===== src/rtl/upd78_intc.sv =====
// upd78_intc: prioritised interrupt controller with edge/level sources, mask register and SKIT-style test-and-clear.
// Define UPD78_INTC_NMI_EN to make source 0 non-maskable and independent of IE_I.
module upd78_intc #(
    parameter int              NSRC       = 5,
    parameter logic [NSRC-1:0] EDGE_MASK  = '1,
    parameter logic [15:0]     VEC_BASE   = 16'h0008,
    parameter logic [15:0]     VEC_STRIDE = 16'h0008
) (
    input  logic            CLK,
    input  logic            RESETB,
    input  logic            CP2_NEGEDGE,
    input  logic [NSRC-1:0] IRQ_I,
    input  logic            IE_I,
    input  logic            MK_WE,
    input  logic [NSRC-1:0] MK_D,
    output logic [NSRC-1:0] MK_Q,
    input  logic            INT_ACK,
    output logic            INT_REQ,
    output logic [3:0]      INT_ID,
    output logic [15:0]     INT_VEC,
    input  logic            TEST_STB,
    input  logic [3:0]      TEST_SEL,
    output logic            TEST_Q
);
    typedef enum logic [1:0] {IDLE, REQ, ACKD} state_t;
    state_t          state_q, state_d;
    logic [NSRC-1:0] s1_q, s2_q, prev_q, irr_q, irr_d, mk_q, mk_d;
    logic [NSRC-1:0] mk_eff, pend, elig, fall, clr;
    logic [3:0]      id_q, id_d, win;
    logic            test_q, test_d, hit;

    always_ff @(posedge CLK or negedge RESETB) begin
        if (!RESETB) begin
            s1_q <= '1;
            s2_q <= '1;
        end else begin
            s1_q <= IRQ_I;
            s2_q <= s1_q;
        end
    end

    always_ff @(posedge CLK or negedge RESETB) begin
        if (!RESETB) begin
            state_q <= IDLE;
            prev_q  <= '1;
            irr_q   <= '0;
            mk_q    <= '1;
            id_q    <= '0;
            test_q  <= 1'b0;
        end else if (CP2_NEGEDGE) begin
            state_q <= state_d;
            prev_q  <= s2_q;
            irr_q   <= irr_d;
            mk_q    <= mk_d;
            id_q    <= id_d;
            test_q  <= test_d;
        end
    end

`ifdef UPD78_INTC_NMI_EN
    assign mk_eff = mk_q & ~NSRC'(1);
    assign elig   = IE_I ? pend : (pend & NSRC'(1));
`else
    assign mk_eff = mk_q;
    assign elig   = IE_I ? pend : '0;
`endif
    assign pend = irr_q & ~mk_eff;
    assign fall = prev_q & ~s2_q & EDGE_MASK;

    always_comb begin
        win = '0;
        for (int i = NSRC - 1; i >= 0; i--)
            if (elig[i]) win = 4'(i);
    end

    // Ack and test only ever clear edge sources; a fresh edge overrides the clear.
    always_comb begin
        clr = '0;
        hit = 1'b0;
        for (int i = 0; i < NSRC; i++) begin
            clr[i] = EDGE_MASK[i] & ((state_q == REQ && INT_ACK && id_q == 4'(i)) ||
                                     (TEST_STB && TEST_SEL == 4'(i)));
            if (TEST_SEL == 4'(i)) hit = irr_q[i];
        end
    end

    assign irr_d  = (EDGE_MASK & ((irr_q & ~clr) | fall)) | (~EDGE_MASK & ~s2_q);
    assign mk_d   = MK_WE ? MK_D : mk_q;
    assign test_d = TEST_STB ? hit : test_q;

    always_comb begin
        state_d = state_q;
        id_d    = id_q;
        case (state_q)
            IDLE: begin
                if (|elig) begin
                    state_d = REQ;
                    id_d    = win;
                end
            end
            REQ: begin
                if (INT_ACK) state_d = ACKD;
                else if (!(|elig)) state_d = IDLE;
                else id_d = win;
            end
            default: state_d = IDLE;
        endcase
    end

    assign INT_REQ = (state_q == REQ);
    assign INT_ID  = id_q;
    assign INT_VEC = VEC_BASE + VEC_STRIDE * {12'b0, id_q};
    assign MK_Q    = mk_eff;
    assign TEST_Q  = test_q;
endmodule

===== config.mk =====
export PLATFORM = sky130hd
export DESIGN_NAME = upd78_intc
export DESIGN_NICKNAME = d
export VERILOG_FILES = /design/src/rtl/upd78_intc.sv
export SDC_FILE = /design/constraint.sdc
export NUM_CORES = 1
export LEC_CHECK = 0
export ABC_AREA = 1
export CORE_MARGIN = 10
export CORE_UTILIZATION = 47
export DETAILED_ROUTE_END_ITERATION = 8
export PLACE_DENSITY = 0.79
export SLEW_MARGIN = 20
export SYNTH_ARGS = -nofsm -noshare
export SYNTH_HDL_FRONTEND = slang
export SYNTH_SLANG_ARGS = --single-unit

===== constraint.sdc =====
create_clock -name CLK -period 1.75 [get_ports CLK]
set_input_delay 0.525 -clock CLK [delete_from_list [all_inputs] [get_ports CLK]]
set_output_delay 0.525 -clock CLK [all_outputs]
set_load 0.02 [all_outputs]

==> metrics.cfg <==
[clock_tree]
cts_root_buf = sky130_fd_sc_hd__clkbuf_4
clk-insertion-delay-late_ps = 330
htree_num_levels = 2
tritoncts_buffer_count = 5
cts.reportedPaths.clkPinSlew_ps = 90
clock-sinks = 31
clock_path_buffers = 2
tritoncts = yes

[die]
die_w_um = 79.1
floorplan.die_area_um2 = 6250
placeableCoreArea_um2 = 3360
die_y_um = 79.1
placementRows = 21
boundaryPins = 48
starting_density_pct = 48.7

[detailed_routing]
detailedRoute.firstPassIterationCount = 4
detail_route.vias_per_cell = 4.64
detailed_router_s_first_iteration_violation_count = 69
ant_nets = 0
drc = 0
total_routed_length_um = 3910
vias = 1323
detail_route.wl_per_cell_um = 13.7

[sta]
setup-tns-final_ps = -147
timing.final.hold_violations = 0
finalClockSkew_ps = 8.24
unrepaired_setup_endpoints_after_global_routing = yes
post-route-min-period_ps = 1870
report.final.slew_viol_count = 0
post-route-worst-setup-slack_ps = -119
maxClockFrequency_mhz = 535
final_min_period_over_clock_period_pct = 107
timing.final.setup_violations = 2
finalHoldWorstSlack_ps = 359

[critical_path]
crit_required_ps = 1220
crit_path_end_kind = primary output
critPathMaxStageDelay_ps = 400
crit_arrival_ps = 1340
critical_path.max_fanout = 2
slowest_stage = sky130_fd_sc_hd__dfrtp_1
path_class = flop to primary output
setup.worst_path.start_class = flop
worstPathCellList = ha_2, ha_4, inv_2, buf_6

[yosys]
yosys.cell_count.top_type = sky130_fd_sc_hd__nand2_1
netlist_top_cells_area = sky130_fd_sc_hd__dfstp_2 (32%), sky130_fd_sc_hd__dfrtp_1 (17%), sky130_fd_sc_hd__buf_4 (6.9%), sky130_fd_sc_hd__nand2_1 (6.2%), sky130_fd_sc_hd__nor2_1 (4.6%)
netlist.top_cell.by_area = sky130_fd_sc_hd__dfstp_2
syn-cell-area_um2 = 1640
synth_commonest_cells = sky130_fd_sc_hd__nand2_1 (27), sky130_fd_sc_hd__dfstp_2 (20), sky130_fd_sc_hd__nor2_1 (20)
synth_enable_flop_cells = 0
netlist_instances = 178
synth-seq-cells = 31
yosys_warnings = 0
post_synth.cell_area_avg_um2 = 9.21
synth_top_cell_area_share_pct = 32.1
ys_dominant_reg_cell = sky130_fd_sc_hd__dfstp_2
ys_seq_area_share_pct = 48.9
synth_async_sr_flop_share_pct = 100
yosys.cell_types.count = 26

[power_and_ir_drop]
power_density_nw_per_um2 = 1270
comb_power_share_pct = 46.5
power_report.internal_total_w = 0.00182
power_frac_clock_pct = 20.0
p_switching_w = 0.00107
p_seq_share_pct = 33.5
power.switching_fraction_pct = 37.1
finalPower_w = 0.00289
ir_worst_vdd_uv = 611
total_leakage_power_nw = 1.09

[global_route]
grt_antenna_before_repair = 0
grt_start_max_net_pins = 32
grt_pass1_vias = 1454
grt.overflow.total = 0
globalRouteTotalUtil_pct = 13.4
grt_pass1_wl_um = 6770

[placement]
globalplace.congestion = 0.829
dp_hpwl_um = 2940
numPlacedInstances = 272
number_of_buffers_added_on_ports = 34

[status]
result_of_the_run = finished, violations left
violations_in_the_final_reports = negative setup slack

[finish]
drive_above_1_share_pct = 36.8
syn2layout_area_growth_pct = 39.2
nNetsFinal = 264
fill_cells = 270
insertedDiodeCount = 0
layout.core_utilization_pct = 67.9
layout.cells.non_filler = 285

[run]
cap_violations = 0

[hold_path]
timing.hold.worst.class = flop to flop

==> worst paths after layout <==
| path | from | endpoint | slack (ps) | cells after the start |
|---|---|---|---|---|
| setup / recovery | INT_ID[0]$_DFFE_PN0P_ | INT_VEC[5] | -120 | 4 |
| hold reg to reg | s1_q[2]$_DFF_PN1_ | s2_q[2]$_DFF_PN1_ | 360 | 0 |
| min in group asynchronous | RESETB | irr_q[2]$_DFFE_PN0P_ | 550 | 2 |
| hold / removal | s1_q[2]$_DFF_PN1_ | s2_q[2]$_DFF_PN1_ | 360 | 0 |
| setup reg to reg | MK_Q[1]$_DFFE_PN1P_ | state_q[1]$_DFFE_PN0P_ | 380 | 9 |
| max in group asynchronous | RESETB | s1_q[3]$_DFF_PN1_ | 960 | 2 |
==> what timing repair did <==
item | in CTS | in global routing
pin swaps | 0 | 2
resized for setup | 43 | 20
setup endpoints to repair | 14 | 13
buffers inserted | 3 | 4
hold buffers | 0 | 0
==> cell type report <==
class	count	area, um^2	share of cell area, %
Clock buffer	6	51.3	2.25
Sequential cell	31	801	35.1
Clock inverter	2	35.0	1.54
Inverter	21	88.8	3.89
Multi-Input combinational cell	122	719	31.5
Tap cell	46	57.6	2.52
Timing Repair Buffer	57	529	23.2
==> per-stage QoR <==
stage,setup slack (ps),cell area [um^2]
after floorplan,36.7,1680
after global placement,-240,2120
after detailed placement,-250,2120
after CTS,-149,2240
after global routing,-168,2280
final,-119,2280
==> metal layers <==
metal | up-vias | track usage (%) | wire, um | share of wire [%]
met3 | 6 | 3.38 | 185 | 4.7
met1 | 613 | 14.7 | 1600 | 41
met5 | - | 0 | 0 | 0
met2 | 40 | 24.0 | 2080 | 53
met4 | 0 | 5.73 | 43 | 1.1
li1 | 664 | - | - | -
==> sequential cells by signal (all words and copies together) (netlist names) <==
register,cells
prev_q,5
s2_q,5
s1_q,5
MK_Q,5
irr_q,5
state_q,2
TEST_Q,1
INT_ID,3
==> worst max-delay path, delay by kind of cell, from the launching register on <==
| family | cells | cell delay [ps] |
|---|---|---|
| fa+ha+maj | 2 | 470 |
| flops | 1 | 400 |
| buf+inv | 2 | 150 |
==> logic make-up after synthesis <==
group | after synthesis | share of synthesized area [%]
buffers and inverters | 37 | 12.4
other | 1 | 0.229
adders and majority gates | 5 | 3.82
DFF | 31 | 48.9
and+or+nand+nor | 86 | 28.2
AOI/OAI and AO/OA | 17 | 5.80
muxes | 1 | 0.687
==> power groups by stage <==
stage	combinational, W	clock, W	sequential (W)
finish	0.00134	0.000577	0.000969
global route	0.00147	0.000631	0.000986
CTS	0.00124	0.000598	0.000974
detailed placement	0.00116	0	0.000983
global placement	0.00114	0	0.000973
floorplan	0.000569	0	0.00105
==> cells in the final DEF, fill, tap and decap left out, drive strengths merged <==
cell type      Yosys  layout
clkdlybuf4s15      0       5
nor2              27      27
nor3               1       1
dlygate4sd2        0       2
bufinv             0       1
inv               21      21
a31oi              2       2
ha                 5       5
clkdlybuf4s50      0      20
dfrtp             11      11
a21oi              6       6
nand2             33      33
o221ai             1       1
nand4              4       4
buf               16      28
dfstp             20      20
nand3b             2       2
mux2               1       1
conb               1      13
clkinv             0       1
o21ai              8       8
clkbuf             0       8
nand3             19      19
Note: power is estimated with default switching activity, not from simulation.
